===== src/rtl/core_pkg.sv =====
// core_pkg: shared arbiter state encoding and grant-select constants
package core_pkg;
  typedef enum logic [1:0] {IDLE, GRANT_I, GRANT_D} arb_state_t;
  localparam logic SEL_I = 1'b0;
  localparam logic SEL_D = 1'b1;
endpackage


===== src/rtl/mem_port_arbiter_if.sv =====
// mem_port_arbiter_if: fetch/LSU requester and unified memory port signals; slave = arbiter side, master = environment side
interface mem_port_arbiter_if #(
  parameter int ADDR_WIDTH = 64,
  parameter int DATA_WIDTH = 64
);
  logic                  i_req;
  logic [ADDR_WIDTH-1:0] i_addr;
  logic                  i_done;
  logic [DATA_WIDTH-1:0] i_rdata;
  logic                  d_req;
  logic                  d_we;
  logic [ADDR_WIDTH-1:0] d_addr;
  logic [DATA_WIDTH-1:0] d_wdata;
  logic                  d_done;
  logic [DATA_WIDTH-1:0] d_rdata;
  logic                  mem_req;
  logic                  mem_we;
  logic [ADDR_WIDTH-1:0] mem_addr;
  logic [DATA_WIDTH-1:0] mem_wdata;
  logic [DATA_WIDTH-1:0] mem_rdata;
  logic                  mem_ready;
  logic                  sel;
  logic                  timeout_err;
  modport slave (
    input  i_req, i_addr, d_req, d_we, d_addr, d_wdata, mem_rdata, mem_ready,
    output i_done, i_rdata, d_done, d_rdata, mem_req, mem_we, mem_addr, mem_wdata, sel, timeout_err
  );
  modport master (
    output i_req, i_addr, d_req, d_we, d_addr, d_wdata, mem_rdata, mem_ready,
    input  i_done, i_rdata, d_done, d_rdata, mem_req, mem_we, mem_addr, mem_wdata, sel, timeout_err
  );
endinterface


===== src/rtl/mux2.sv =====
// mux2: two-input select; in0 when sel=0, in1 when sel=1
module mux2 #(
  parameter int WIDTH = 1
) (
  input  logic             sel,
  input  logic [WIDTH-1:0] in0,
  input  logic [WIDTH-1:0] in1,
  output logic [WIDTH-1:0] y
);
  assign y = sel ? in1 : in0;
endmodule


===== src/rtl/mem_port_arbiter.sv =====
// mem_port_arbiter: shares the unified memory port between fetch (I) and load/store (D) with a grant watchdog
// Ports: clk, rst (asynchronous, active-high); bus (mem_port_arbiter_if.slave) carries requester and memory signals.
// Define MEM_ARB_RR_EN for round-robin arbitration; otherwise D has fixed priority over I.
module mem_port_arbiter
  import core_pkg::*;
#(
  parameter int ADDR_WIDTH = 64,
  parameter int DATA_WIDTH = 64,
  parameter int TIMEOUT    = 255
) (
  input logic               clk,
  input logic               rst,
  mem_port_arbiter_if.slave bus
);
  localparam int CW = $clog2(TIMEOUT + 1);
  arb_state_t    state_q, state_d;
  logic          sel_q, sel_d;
  logic [CW-1:0] cnt_q, cnt_d;
  logic          granted, timed_out, pick_d;
`ifdef MEM_ARB_RR_EN
  logic last_q, last_d;
  // D wins a tie only when I was served last
  always_comb begin
    pick_d = bus.d_req && (!bus.i_req || last_q == SEL_I);
    last_d = (state_q == IDLE && (bus.d_req || bus.i_req)) ? pick_d : last_q;
  end
  always_ff @(posedge clk or posedge rst)
    if (rst) last_q <= SEL_I;
    else last_q <= last_d;
`else
  assign pick_d = bus.d_req;
`endif
  always_comb begin
    granted   = state_q != IDLE;
    // a completion on the final watchdog cycle takes precedence over the abort
    timed_out = granted && !bus.mem_ready && cnt_q == CW'(TIMEOUT - 1);
    state_d   = state_q;
    sel_d     = sel_q;
    cnt_d     = cnt_q;
    if (state_q == IDLE) begin
      if (bus.d_req || bus.i_req) begin
        state_d = pick_d ? GRANT_D : GRANT_I;
        sel_d   = pick_d ? SEL_D : SEL_I;
        cnt_d   = '0;
      end
    end else if (bus.mem_ready || timed_out) state_d = IDLE;
    else cnt_d = cnt_q + CW'(1);
  end
  always_ff @(posedge clk or posedge rst)
    if (rst) begin
      state_q <= IDLE;
      sel_q   <= SEL_I;
      cnt_q   <= '0;
    end else begin
      state_q <= state_d;
      sel_q   <= sel_d;
      cnt_q   <= cnt_d;
    end
  mux2 #(.WIDTH(ADDR_WIDTH)) u_addr_mux (
    .sel(sel_q),
    .in0(bus.i_addr),
    .in1(bus.d_addr),
    .y  (bus.mem_addr)
  );
  assign bus.sel         = sel_q;
  assign bus.mem_req     = granted;
  assign bus.mem_we      = state_q == GRANT_D && bus.d_we;
  assign bus.mem_wdata   = state_q == GRANT_D ? bus.d_wdata : {DATA_WIDTH{1'b0}};
  assign bus.i_done      = state_q == GRANT_I && bus.mem_ready;
  assign bus.d_done      = state_q == GRANT_D && bus.mem_ready;
  assign bus.timeout_err = timed_out;
  assign bus.i_rdata     = bus.mem_rdata;
  assign bus.d_rdata     = bus.mem_rdata;
  // requesters must hold req for the whole grant
  a_i_held: assert property (@(posedge clk) disable iff (rst) state_q == GRANT_I |-> bus.i_req);
  a_d_held: assert property (@(posedge clk) disable iff (rst) state_q == GRANT_D |-> bus.d_req);
endmodule


===== src/flat_wrapper.sv =====
// flat-port wrapper written by rule: the top's interface ports become plain ports
module mem_port_arbiter_flat import core_pkg::*;
#(
  parameter int ADDR_WIDTH = 64,
  parameter int DATA_WIDTH = 64,
  parameter int TIMEOUT    = 255
)
  (clk, rst, bus_i_req, bus_i_addr, bus_d_req, bus_d_we, bus_d_addr, bus_d_wdata, bus_mem_rdata, bus_mem_ready, bus_i_done, bus_i_rdata, bus_d_done, bus_d_rdata, bus_mem_req, bus_mem_we, bus_mem_addr, bus_mem_wdata, bus_sel, bus_timeout_err);
  mem_port_arbiter_if #(.ADDR_WIDTH(ADDR_WIDTH), .DATA_WIDTH(DATA_WIDTH)) bus_i ();
  input logic clk;
  input logic rst;
  input wire logic [$bits(bus_i.i_req)-1:0] bus_i_req;
  input wire logic [$bits(bus_i.i_addr)-1:0] bus_i_addr;
  input wire logic [$bits(bus_i.d_req)-1:0] bus_d_req;
  input wire logic [$bits(bus_i.d_we)-1:0] bus_d_we;
  input wire logic [$bits(bus_i.d_addr)-1:0] bus_d_addr;
  input wire logic [$bits(bus_i.d_wdata)-1:0] bus_d_wdata;
  input wire logic [$bits(bus_i.mem_rdata)-1:0] bus_mem_rdata;
  input wire logic [$bits(bus_i.mem_ready)-1:0] bus_mem_ready;
  output wire logic [$bits(bus_i.i_done)-1:0] bus_i_done;
  output wire logic [$bits(bus_i.i_rdata)-1:0] bus_i_rdata;
  output wire logic [$bits(bus_i.d_done)-1:0] bus_d_done;
  output wire logic [$bits(bus_i.d_rdata)-1:0] bus_d_rdata;
  output wire logic [$bits(bus_i.mem_req)-1:0] bus_mem_req;
  output wire logic [$bits(bus_i.mem_we)-1:0] bus_mem_we;
  output wire logic [$bits(bus_i.mem_addr)-1:0] bus_mem_addr;
  output wire logic [$bits(bus_i.mem_wdata)-1:0] bus_mem_wdata;
  output wire logic [$bits(bus_i.sel)-1:0] bus_sel;
  output wire logic [$bits(bus_i.timeout_err)-1:0] bus_timeout_err;
  assign bus_i.i_req = bus_i_req;
  assign bus_i.i_addr = bus_i_addr;
  assign bus_i.d_req = bus_d_req;
  assign bus_i.d_we = bus_d_we;
  assign bus_i.d_addr = bus_d_addr;
  assign bus_i.d_wdata = bus_d_wdata;
  assign bus_i.mem_rdata = bus_mem_rdata;
  assign bus_i.mem_ready = bus_mem_ready;
  assign bus_i_done = bus_i.i_done;
  assign bus_i_rdata = bus_i.i_rdata;
  assign bus_d_done = bus_i.d_done;
  assign bus_d_rdata = bus_i.d_rdata;
  assign bus_mem_req = bus_i.mem_req;
  assign bus_mem_we = bus_i.mem_we;
  assign bus_mem_addr = bus_i.mem_addr;
  assign bus_mem_wdata = bus_i.mem_wdata;
  assign bus_sel = bus_i.sel;
  assign bus_timeout_err = bus_i.timeout_err;
  mem_port_arbiter #(.ADDR_WIDTH(ADDR_WIDTH), .DATA_WIDTH(DATA_WIDTH), .TIMEOUT(TIMEOUT)) u_core (.clk(clk), .rst(rst), .bus(bus_i));
endmodule

===== config.mk =====
export PLATFORM = sky130hd
export DESIGN_NAME = mem_port_arbiter_flat
export DESIGN_NICKNAME = d
export VERILOG_FILES = /design/src/rtl/core_pkg.sv /design/src/rtl/mem_port_arbiter_if.sv /design/src/rtl/mux2.sv /design/src/rtl/mem_port_arbiter.sv /design/src/flat_wrapper.sv
export SDC_FILE = /design/constraint.sdc
export NUM_CORES = 1
export LEC_CHECK = 0
export CAP_MARGIN = 25
export CORE_AREA = 2 2 204 206
export CTS_BUF_LIST = sky130_fd_sc_hd__clkbuf_8
export DETAILED_ROUTE_END_ITERATION = 16
export DIE_AREA = 0 0 206 208
export DONT_BUFFER_PORTS = 1
export GPL_ROUTABILITY_DRIVEN = 1
export GPL_TIMING_DRIVEN = 0
export PLACE_DENSITY = 0.3
export SYNTH_ARGS = -nofsm -noshare
export SYNTH_HDL_FRONTEND = slang
export SYNTH_SLANG_ARGS = --single-unit

===== constraint.sdc =====
create_clock -name clk -period 4.5 [get_ports clk]
set_clock_uncertainty 0.15 [all_clocks]
set_input_delay 0.225 -clock clk [delete_from_list [all_inputs] [get_ports clk]]
set_output_delay 0.225 -clock clk [all_outputs]
set_load 0.02 [all_outputs]

==> flow_metrics.env <==
export IMPL_cp_slowest_cell="buf_1"
export IMPL_hold_viol=0
export IMPL_cts_setup_buffers=0
export IMPL_wl_per_cell_microns=14.4
export IMPL_fp_coreArea_sq_um=40600
export IMPL_placementRows=74
export IMPL_start_util_pct=6.82
export IMPL_htree_levels=1
export IMPL_status="completed"
export IMPL_boundaryPins=524
export IMPL_grtUsageTotal_pct=4.97
export IMPL_fill_cells=4714
export IMPL_leakage_uw=0.00145
export IMPL_cts_tree="built"
export IMPL_slew_headroom_pct=49.0
export IMPL_crit_buf_inv=2
export IMPL_yosysTopAreaCell="buf_4"
export IMPL_wl_microns=12500
export IMPL_worstReg2RegStart="u_core.cnt_q[0]$_DFFE_PP0P_"
export IMPL_cts_made_buffers=3
export IMPL_min_delay_path_depth=2
export IMPL_drtPass1Iterations=4
export IMPL_whs_endpoint="u_core.state_q[0]$_DFFE_PP0P_"
export IMPL_crit_chain="and2b_1 > buf_1 > clkbuf_1 > and2_1"
export IMPL_power_density_nw_per_um2=372
export IMPL_cp_max_fo=10
export IMPL_startpoint_type="register"
export IMPL_post_synth_cell_area_avg_sq_um=8.36
export IMPL_setup_viol=0
export IMPL_holdCritStartpoint="bus_i_req"
export IMPL_ant_nets=0
export IMPL_syn_area_sq_um=2770
export IMPL_cp_end_kind="primary output"
export IMPL_max_freq_mhz=345
export IMPL_synth_seq_cells=11
export IMPL_arrival_ns=2.52
export IMPL_placed_area_sq_um=3430
export IMPL_crit_required_ns=4.12
export IMPL_drive_gt1_share_pct=61.7
export IMPL_cts_resized=0
export IMPL_vdd_drop_max_mv=0.150
export IMPL_clockRootBuffer="clkbuf_8"
export IMPL_clk_pin_slew_ns=0.05
export IMPL_clock_latency_ns=0.24
export IMPL_drtIter0Drc=68
export IMPL_hpwl_microns=11400
export IMPL_maxCapViolations=0
export IMPL_grt_pass1_wl_microns=15200
export IMPL_die_w_microns=206
export IMPL_synth_area_leaders="buf_4 (35%), mux2_2 (26%), and2_1 (15%)"
export IMPL_clockBufferDepth=2
export IMPL_clock_sinks=11
export IMPL_worstRegToRegCells=6
export IMPL_antenna_found_initial=8
export IMPL_vias=2321
export IMPL_slowest_delay_ns=0.59
export IMPL_synth_fp_nets=595
export IMPL_ys_seq_area_share_pct=9.95
export IMPL_synth_top_cell_area_share_pct=34.7
export IMPL_layout_commonest_cell="buf_4"
export IMPL_grt_max_degree=12
export IMPL_route_detailed_drc=0
export IMPL_syn_inst=331
export IMPL_viasPerCell=2.66
export IMPL_period_needed_ns=2.90
export IMPL_dieHeight_microns=208
export IMPL_io_buffers=0
export IMPL_timing_rr_end="u_core.cnt_q[7]$_DFFE_PP0P_"
export IMPL_grt_pass1_vias=2178
export IMPL_fin_tns_setup_ns=0
export IMPL_reg2reg_slack_ns=2.53
export IMPL_grt_ovfl_total=0
export IMPL_globalplace_congestion=0.767
export IMPL_area_growth_pct=26.8
export IMPL_finalCritPeriodShare_pct=64.4
export IMPL_synth_cell_types=31
export IMPL_setup_worst_path_class="register to primary output"
export IMPL_ys_warn_count=0
export IMPL_rsz0062_at_grt="no"
export IMPL_fin_nets=602
export IMPL_cp_top_family="buffers and inverters"
export IMPL_die_area_sq_um=42800
export IMPL_worst_slew_pin_slew_ns=0.759
export IMPL_slew_viol_final=0
export IMPL_design_area_sq_um=3510
export IMPL_final_cell_mix="buf_4 (128), and2_1 (66), mux2_2 (65)"
export IMPL_hold_class="primary input to register"
flip-flops by register name (all words and copies together) (netlist names):
signal and count:
u_core.cnt_q 8, u_core.state_q 2, u_core.bus.sel 1
area by class of cell:
cell class / instances / area (sq um) / area share (%)
Antenna cell: 4 / 10.0 / 0.285
Sequential cell: 11 / 275 / 7.85
Timing Repair Buffer: 2 / 20.0 / 0.571
Clock inverter: 1 / 3.75 / 0.107
Multi-Input combinational cell: 174 / 1450 / 41.3
Clock buffer: 3 / 41.3 / 1.18
Buffer: 143 / 1030 / 29.4
Tap cell: 532 / 666 / 19.0
Inverter: 3 / 11.3 / 0.321
kinds of logic after synthesis:
family	count (synthesis)	share of synthesized area [%]
and+or+nand+nor	93	20.3
DFF	11	9.95
adders and majority gates	2	0.904
muxes	69	27.9
buffers and inverters	146	37.7
AOI/OAI and AO/OA	10	3.26
worst reg2reg max path, delay by kind of cell (launching register included):
| kind | cells | cell delay [ns] |
|---|---|---|
| compound gates | 2 | 0.70 |
| fa+ha+maj | 1 | 0.19 |
| buf+inv | 1 | 0.06 |
| flops | 1 | 0.39 |
| simple gates | 2 | 0.36 |
cells in the mapped netlist (all sizes together):
| cell | count |
|---|---|
| a211o | 1 |
| a211oi | 1 |
| a221o | 1 |
| a22o | 2 |
| a41o | 1 |
| and2 | 66 |
| and2b | 1 |
| and3 | 6 |
| and4 | 1 |
| buf | 135 |
| clkbuf | 8 |
| dfrtp | 11 |
| ha | 2 |
| inv | 3 |
| mux2 | 65 |
| mux2i | 4 |
| nand2 | 11 |
| nand3 | 1 |
| nand4 | 1 |
| nor2 | 3 |
| nor2b | 1 |
| nor3 | 1 |
| nor3b | 1 |
| o21a | 1 |
| o21ai | 3 |
metal layers:
metal	vias to the layer above	global-route usage [%]	part of all wire, %
met3	23	0.407	8.0
li1	971	-	-
met4	0	1.95	3.4
met2	273	9.78	54
met5	-	0	0
met1	1054	5.37	34
where the power goes:
part	internal, uW	switching [uW]
Sequential	115	27.3
Combinational	346	716
Clock	60.1	39.5
Total	521	783
worst max-delay path by stage:
stage,start,end,slack [ns],cells after the start
after global placement,u_core.state_q[0]$_DFFE_PP0P_,bus_mem_wdata[47],1.75,4
after CTS,u_core.state_q[0]$_DFFE_PP0P_,bus_mem_wdata[47],1.47,4
after detailed placement,u_core.state_q[0]$_DFFE_PP0P_,bus_mem_wdata[47],1.73,4
after floorplan,u_core.bus.sel$_DFFE_PP0P_,bus_mem_addr[13],2.71,3
after global routing,u_core.state_q[0]$_DFFE_PP0P_,bus_mem_wdata[47],1.34,4
final,u_core.state_q[0]$_DFFE_PP0P_,bus_mem_wdata[47],1.60,4
timing repair:
item / 4_1_cts / 5_1_grt
hold buffers: 2 / 0
hold endpoints to repair: 14 / 0
endpoints found under the setup margin: 0 / 0
metrics by stage:
stage	utilization, %	total power [uW]	setup WS [ns]	std cells	hold slack [ns]
after floorplan	-	1040	2.71	331	-0.0726
after global placement	8.46	1220	1.75	863	0.0183
after detailed placement	8.46	1220	1.73	863	0.00908
after CTS	8.62	1320	1.47	869	0.00430
after global routing	8.65	1380	1.34	873	0.00949
final	8.65	1300	1.60	873	0.0129
No activity file was read; power rests on OpenSTA's default activity.
